<file path="src/rtl/alu_issue_ctrl.sv">
// Execute-stage issue sequencer: 2-entry skid FIFO toward the alu, branch redirect hold toward fetch,
// and wrong-path shadow flush. Optional performance counters are enabled by defining ALU_ISSUE_PERF_EN.
module alu_issue_ctrl #(
    parameter int FLUSH_DEPTH = 2,
    parameter int CW          = 4
) (
    input  logic        clk,
    input  logic        reset,
    input  logic        dec_valid,
    output logic        dec_retry,
    input  logic [31:0] dec_insn,
    input  logic [63:0] dec_pc,
    input  logic [63:0] dec_sign_ext,
    input  logic [63:0] dec_src1,
    input  logic [63:0] dec_src2,
    output logic        alu_insn_valid,
    input  logic        alu_insn_retry,
    output logic [31:0] alu_insn,
    output logic [63:0] alu_pc,
    output logic [63:0] alu_sign_ext,
    output logic [63:0] alu_src1,
    output logic [63:0] alu_src2,
    input  logic        alu_br_valid,
    input  logic [63:0] alu_br_target,
    output logic        branch_target_valid,
    output logic [63:0] branch_target,
    input  logic        branch_target_retry
`ifdef ALU_ISSUE_PERF_EN
    ,
    output logic [31:0] perf_issued,
    output logic [31:0] perf_stall,
    output logic [31:0] perf_dropped
`endif
);

    localparam int EW = 32 + 4 * 64;
    localparam logic [CW-1:0] FD_C    = CW'(FLUSH_DEPTH);
    localparam logic [CW-1:0] FD_M1_C = (FLUSH_DEPTH > 0) ? CW'(FLUSH_DEPTH - 1) : {CW{1'b0}};

    typedef enum logic [1:0] {
        RUN     = 2'd0,
        BR_HOLD = 2'd1,
        FLUSH   = 2'd2
    } state_e;

    state_e          state_q, state_d;
    logic [1:0]      count_q, count_d;
    logic            rd_ptr_q, rd_ptr_d;
    logic            wr_ptr_q, wr_ptr_d;
    logic [EW-1:0]   mem0_q, mem0_d;
    logic [EW-1:0]   mem1_q, mem1_d;
    logic [63:0]     hold_q, hold_d;
    logic [CW-1:0]   flush_cnt_q, flush_cnt_d;

    logic            dec_xfer_s, issue_s, redirect_acc_s;
    logic            push_s, pop_s, clear_s;
    logic [CW-1:0]   cnt_load_s, cnt_dec_s;
    logic [EW-1:0]   dec_bundle_s, head_s;

    assign dec_bundle_s = {dec_insn, dec_pc, dec_sign_ext, dec_src1, dec_src2};
    assign head_s       = rd_ptr_q ? mem1_q : mem0_q;
    assign {alu_insn, alu_pc, alu_sign_ext, alu_src1, alu_src2} = head_s;

    // All handshake outputs decode registered state only.
    assign dec_retry           = (count_q == 2'd2);
    assign alu_insn_valid      = (count_q != 2'd0) && (state_q != BR_HOLD);
    assign branch_target_valid = (state_q == BR_HOLD);
    assign branch_target       = hold_q;

    assign dec_xfer_s     = dec_valid && !dec_retry;
    assign issue_s        = alu_insn_valid && !alu_insn_retry;
    assign redirect_acc_s = branch_target_valid && !branch_target_retry;
    // A decode transfer coinciding with the redirect accept already consumes one shadow slot.
    assign cnt_load_s     = dec_xfer_s ? FD_M1_C : FD_C;
    assign cnt_dec_s      = (flush_cnt_q != {CW{1'b0}}) ? (flush_cnt_q - CW'(1)) : {CW{1'b0}};

    // Next-state, FIFO bookkeeping, redirect hold and shadow counter.
    always_comb begin
        state_d     = state_q;
        count_d     = count_q;
        rd_ptr_d    = rd_ptr_q;
        wr_ptr_d    = wr_ptr_q;
        mem0_d      = mem0_q;
        mem1_d      = mem1_q;
        hold_d      = hold_q;
        flush_cnt_d = flush_cnt_q;
        push_s      = 1'b0;
        pop_s       = 1'b0;
        clear_s     = 1'b0;

        case (state_q)
            RUN: begin
                push_s = dec_xfer_s;
                pop_s  = issue_s;
                if (issue_s && alu_br_valid) begin
                    hold_d  = alu_br_target;
                    state_d = BR_HOLD;
                end else begin
                    state_d = RUN;
                end
            end
            BR_HOLD: begin
                if (redirect_acc_s) begin
                    clear_s     = 1'b1;
                    hold_d      = 64'd0;
                    flush_cnt_d = cnt_load_s;
                    state_d     = (cnt_load_s != {CW{1'b0}}) ? FLUSH : RUN;
                end else begin
                    push_s = dec_xfer_s;
                end
            end
            FLUSH: begin
                if (dec_xfer_s) begin
                    flush_cnt_d = cnt_dec_s;
                    state_d     = (cnt_dec_s == {CW{1'b0}}) ? RUN : FLUSH;
                end else begin
                    state_d     = (flush_cnt_q == {CW{1'b0}}) ? RUN : FLUSH;
                end
            end
            default: begin
                state_d = RUN;
            end
        endcase

        if (clear_s) begin
            count_d  = 2'd0;
            rd_ptr_d = 1'b0;
            wr_ptr_d = 1'b0;
        end else begin
            if (push_s) begin
                if (wr_ptr_q) begin
                    mem1_d = dec_bundle_s;
                end else begin
                    mem0_d = dec_bundle_s;
                end
                wr_ptr_d = ~wr_ptr_q;
            end else begin
                wr_ptr_d = wr_ptr_q;
            end
            if (pop_s) begin
                rd_ptr_d = ~rd_ptr_q;
            end else begin
                rd_ptr_d = rd_ptr_q;
            end
            count_d = count_q + {1'b0, push_s} - {1'b0, pop_s};
        end
    end

    // State and datapath registers.
    always_ff @(posedge clk or negedge reset) begin
        if (!reset) begin
            state_q     <= RUN;
            count_q     <= 2'd0;
            rd_ptr_q    <= 1'b0;
            wr_ptr_q    <= 1'b0;
            mem0_q      <= {EW{1'b0}};
            mem1_q      <= {EW{1'b0}};
            hold_q      <= 64'd0;
            flush_cnt_q <= {CW{1'b0}};
        end else begin
            state_q     <= state_d;
            count_q     <= count_d;
            rd_ptr_q    <= rd_ptr_d;
            wr_ptr_q    <= wr_ptr_d;
            mem0_q      <= mem0_d;
            mem1_q      <= mem1_d;
            hold_q      <= hold_d;
            flush_cnt_q <= flush_cnt_d;
        end
    end

`ifdef ALU_ISSUE_PERF_EN
    logic [31:0] perf_issued_q, perf_issued_d;
    logic [31:0] perf_stall_q, perf_stall_d;
    logic [31:0] perf_dropped_q, perf_dropped_d;
    logic        drop_dec_s;

    assign drop_dec_s = dec_xfer_s &&
                        (((state_q == BR_HOLD) && redirect_acc_s) || (state_q == FLUSH));

    // Counter increments; all wrap naturally at 32 bits.
    always_comb begin
        perf_issued_d  = perf_issued_q + {31'd0, issue_s};
        perf_stall_d   = perf_stall_q + {31'd0, (count_q != 2'd0) && !issue_s};
        perf_dropped_d = perf_dropped_q + {30'd0, (clear_s ? count_q : 2'd0)} + {31'd0, drop_dec_s};
    end

    // Performance counter registers.
    always_ff @(posedge clk or negedge reset) begin
        if (!reset) begin
            perf_issued_q  <= 32'd0;
            perf_stall_q   <= 32'd0;
            perf_dropped_q <= 32'd0;
        end else begin
            perf_issued_q  <= perf_issued_d;
            perf_stall_q   <= perf_stall_d;
            perf_dropped_q <= perf_dropped_d;
        end
    end

    assign perf_issued  = perf_issued_q;
    assign perf_stall   = perf_stall_q;
    assign perf_dropped = perf_dropped_q;
`endif

endmodule

</file>
<file path="config.mk">
export PLATFORM = sky130hd
export DESIGN_NAME = alu_issue_ctrl
export DESIGN_NICKNAME = d
export VERILOG_FILES = /design/src/rtl/alu_issue_ctrl.sv
export SDC_FILE = /design/constraint.sdc
export NUM_CORES = 1
export LEC_CHECK = 0
export ABC_AREA = 0
export CAP_MARGIN = 5
export CORE_MARGIN = 1.5
export CORE_UTILIZATION = 30
export CTS_CLUSTER_DIAMETER = 150
export DETAILED_ROUTE_END_ITERATION = 8
export PLACE_DENSITY_LB_ADDON = 0.08
export SLEW_MARGIN = 20
export SYNTH_ARGS = -nofsm -noshare
export SYNTH_HDL_FRONTEND = slang
export SYNTH_SLANG_ARGS = --single-unit
</file>
<file path="constraint.sdc">
create_clock -name clk -period 2.6 [get_ports clk]
set_input_delay 0.39 -clock clk [delete_from_list [all_inputs] [get_ports clk]]
set_output_delay 0.39 -clock clk [all_outputs]
set_load 0.005 [all_outputs]
</file>
==> results.yml <==
cts:
  cts_sinks: 650
  cts.path.max_buffers: 3
  numCtsBuffers: 79
  worstSkewPairLatency_ns: 0.63
  cts_root_buffer: "clkbuf_16"
  cts_tree: "done"
  clkTransAtPathRegs_ns: 0.06
  htreeDepth: 3
synthesis:
  synth.ff_latch_count: 650
  synth.most_common_cell: "dfrtp_1"
  synth_edf_count: 0
  synth_fa_ha_area_share_pct: 0.0877
  ys_top_cells_by_area: "dfrtp_1, mux2_2, mux2_4"
  synth_top_area_share_pct: 57.0
  yosys-top-cells-count: "dfrtp_1, mux2_2, mux2_4"
  synthFlopType: "dfrtp_1"
  synth.area.mux_share_pct: 36.7
  ys_warn_count: 0
  synthSimpleGateAreaFrac_pct: 2.27
  postSynthCellCount: 1877
  ys_seq_area_share_pct: 57.0
  syn_area_sq_mm: 0.0285
  synth_compound_area_share_pct: 1.42
  synth_top_family_by_area: "multiplexers"
  ys_async_sr_fraction_pct: 100
  avgSynthCellArea_sq_um: 15.2
  synth_largest_area_cell: "dfrtp_1"
  ys_types: 37
  syn-num-nets: 2237
  synth_xor_area_share_pct: 0.0920
grt:
  grt_pass1_vias: 20800
  grt_pass1_wl_microns: 134000
  antenna_found_initial: 30
  grt_max_degree: 71
  overflow: 0
  grt_use_total_pct: 18.2
critical_path:
  cp_top_family: "buffers and inverters"
  crit_path_max_fanout: 8
  worst-path-buf-inv: 6
  endpoint_kind: "output pin"
  path_cells: "buf_12, buf_16, buf_4, buf_12, clkbuf_16, mux2_2, clkbuf_2"
  critPathMaxStageDelay_ns: 0.48
  cp.arrival_ns: 2.30
  crit_path_top_delay_cell: "dfrtp_4"
  path_common_cell: "buf_12"
  critPathKind: "flop to output pin"
  cp.required_ns: 2.21
  cp-start-kind: "flop"
routing:
  wl_microns: 90100
  via_per_inst: 4.57
  avgRoutedWirePerCell_microns: 22.1
  vias: 18600
  ant_nets: 0
  drc: 0
  drt_iter0_drc: 646
  first_pass_iters: 5
floorplanning:
  die_w_microns: 311
  pin_count: 713
  fp.dieH_microns: 311
  dieArea_sq_mm: 0.0970
  start_util_pct: 30.4
  rows: 112
  core_area_sq_mm: 0.0937
place:
  place_area_sq_mm: 0.0377
  port_buffers: 712
  gp_congestion: 0.776
  preCtsSetupSlack_ns: -0.324
  place_hpwl_microns: 60900
finish:
  postLayoutCoreUtil_pct: 44.6
  seq_area_sq_mm: 0.0163
  nNetsFinal: 3115
  multi_input_area_sq_mm: 0.0118
  design_area_sq_mm: 0.0418
  fillers: 8505
  area_growth_pct: 46.6
  drive_gt1_share_pct: 49.6
sta:
  worst_pin_slew_ns: 0.756
  fin_setup_tns_ns: -2.74
  fin_ws_ns: -0.0941
  post-route-period-util_pct: 104
  rsz0062_at_grt: "true"
  min_period_ns: 2.69
  slew_viol_final: 0
  hold_viol: 0
  max_freq_mhz: 371
  slew_headroom_pct: 49.6
  setup_viol_count_final: 78
  finalClockSkew_ns: 0.0292
power:
  vdd_ir_drop_max_uv: 560
  power_frac_seq_pct: 31.0
  p_int_mw: 40.2
  power_frac_clock_pct: 19.0
  p_comb_share_pct: 50.0
  p_sw_mw: 17.8
  power_mw: 58.0
  p_leak_nw: 19.0
  pwr_density_cell_mw_per_mm2: 1390
  sw_frac_of_total_pct: 30.7
hold_path:
  hold_path.class: "primary input to async pin"
run_status:
  violations: "negative setup slack"
  status: "finished, violations left"
job:
  drv_cap: 0
==> layout by cell type, fill, tap and decap left out, types with 2 or more instances in the layout <==
master           instances
bufinv_16                5
mux2_4                 251
clkbuf_8                16
nor2b_1                  3
clkbuf_16               89
clkbuf_2                93
mux2_1                  20
clkinvlp_4               3
mux2_2                 593
buf_2                   52
inv_1                    3
buf_12                  53
clkinv_8                 3
o31ai_1                  2
ha_1                     2
nor3_1                   4
xnor2_1                  2
nand2_1                130
o21ai_0                 70
clkdlybuf4s50_1        423
buf_4                   79
buf_16                  22
diode_2                 15
nor2_1                  10
dfrtp_1                649
buf_6                   97
clkinv_2                18
buf_8                   10
clkdlybuf4s15_1         29
clkbuf_1                13
dlymetal6s2s_1          36
dlygate4sd2_1            9
==> cell type report <==
| cell class | count | share of cell area, % |
|---|---|---|
| flip-flops and latches | 650 | 38.9 |
| multi-input cells | 1105 | 28.2 |
| repair buffers | 915 | 22.8 |
| clock buffers | 109 | 5.43 |
| well taps | 1254 | 3.75 |
| clock inverters | 30 | 0.766 |
| diodes | 15 | 0.0897 |
| inverters | 4 | 0.0359 |
==> through the flow <==
| step | hold WS [ns] | cells |
|---|---|---|
| after floorplan | 0.0944 | 1877 |
| after global placement | 0.376 | 3802 |
| after detailed placement | 0.374 | 3802 |
| after CTS | 0.261 | 4013 |
| after global routing | 0.294 | 4078 |
| final | 0.301 | 4082 |
==> power by group through the flow <==
stage               sequential, mW  combinational [mW]  clock (mW)
detailed placement            18.0                27.3           0
finish                        18.0                29.0        11.0
CTS                           17.9                28.2        11.4
global route                  18.7                31.0        11.8
floorplan                     17.3                14.2           0
global placement              17.8                27.1           0
==> registers in the layout, indices dropped and copies added, names as in the netlist <==
name	count
rd_ptr_q	1
wr_ptr_q	1
mem1_q	288
branch_target	64
count_q	2
state_q	2
flush_cnt_q	4
mem0_q	288
==> final timing paths <==
path	start	to	slack, ns	depth (start not counted)
min in group clk	alu_br_target[49]	branch_target[49]$_DFFE_PN0P_	0.31	3
max reg2reg	count_q[1]$_DFF_PN0_	mem1_q[225]$_DFFE_PN0P_	0.16	6
max	rd_ptr_q$_DFFE_PN0P_	alu_src1[34]	-0.09	7
min	reset	mem0_q[70]$_DFFE_PN0P_	0.30	2
min reg2reg	mem1_q[270]$_DFFE_PN0P_	mem1_q[270]$_DFFE_PN0P_	0.49	1
max in group asynchronous	reset	mem1_q[271]$_DFFE_PN0P_	1.23	3
==> per-layer routing <==
layer  global-route usage (%)  part of all wire [%]  vias to the layer above
met2                     31.1                    50                      501
met1                     20.7                    39                     9526
met4                     6.91                   3.1                       32
li1                         -                     -                     8413
met5                        0                  0.22                        -
met3                     6.33                   7.4                      170
==> kinds of logic (layout without fill, tap and decap cells) <==
group	after synthesis	count (layout)
AND/OR/NAND/NOR	159	159
XOR/XNOR	3	3
flip-flops	650	650
buffers and inverters	122	1058
multiplexers	864	864
AO/OA/AOI/OAI	77	77
adder cells (fa/ha/maj)	2	2
other	0	15
==> what timing repair did <==
action / CTS / global route
buffers inserted: 54 / 54
hold endpoints to repair: 30 / 0
resized for setup: 675 / 410
endpoints found under the setup margin: 285 / 220
gates cloned: 18 / 9
hold buffers: 1 / 0
Power figures use the tool's default switching activity.
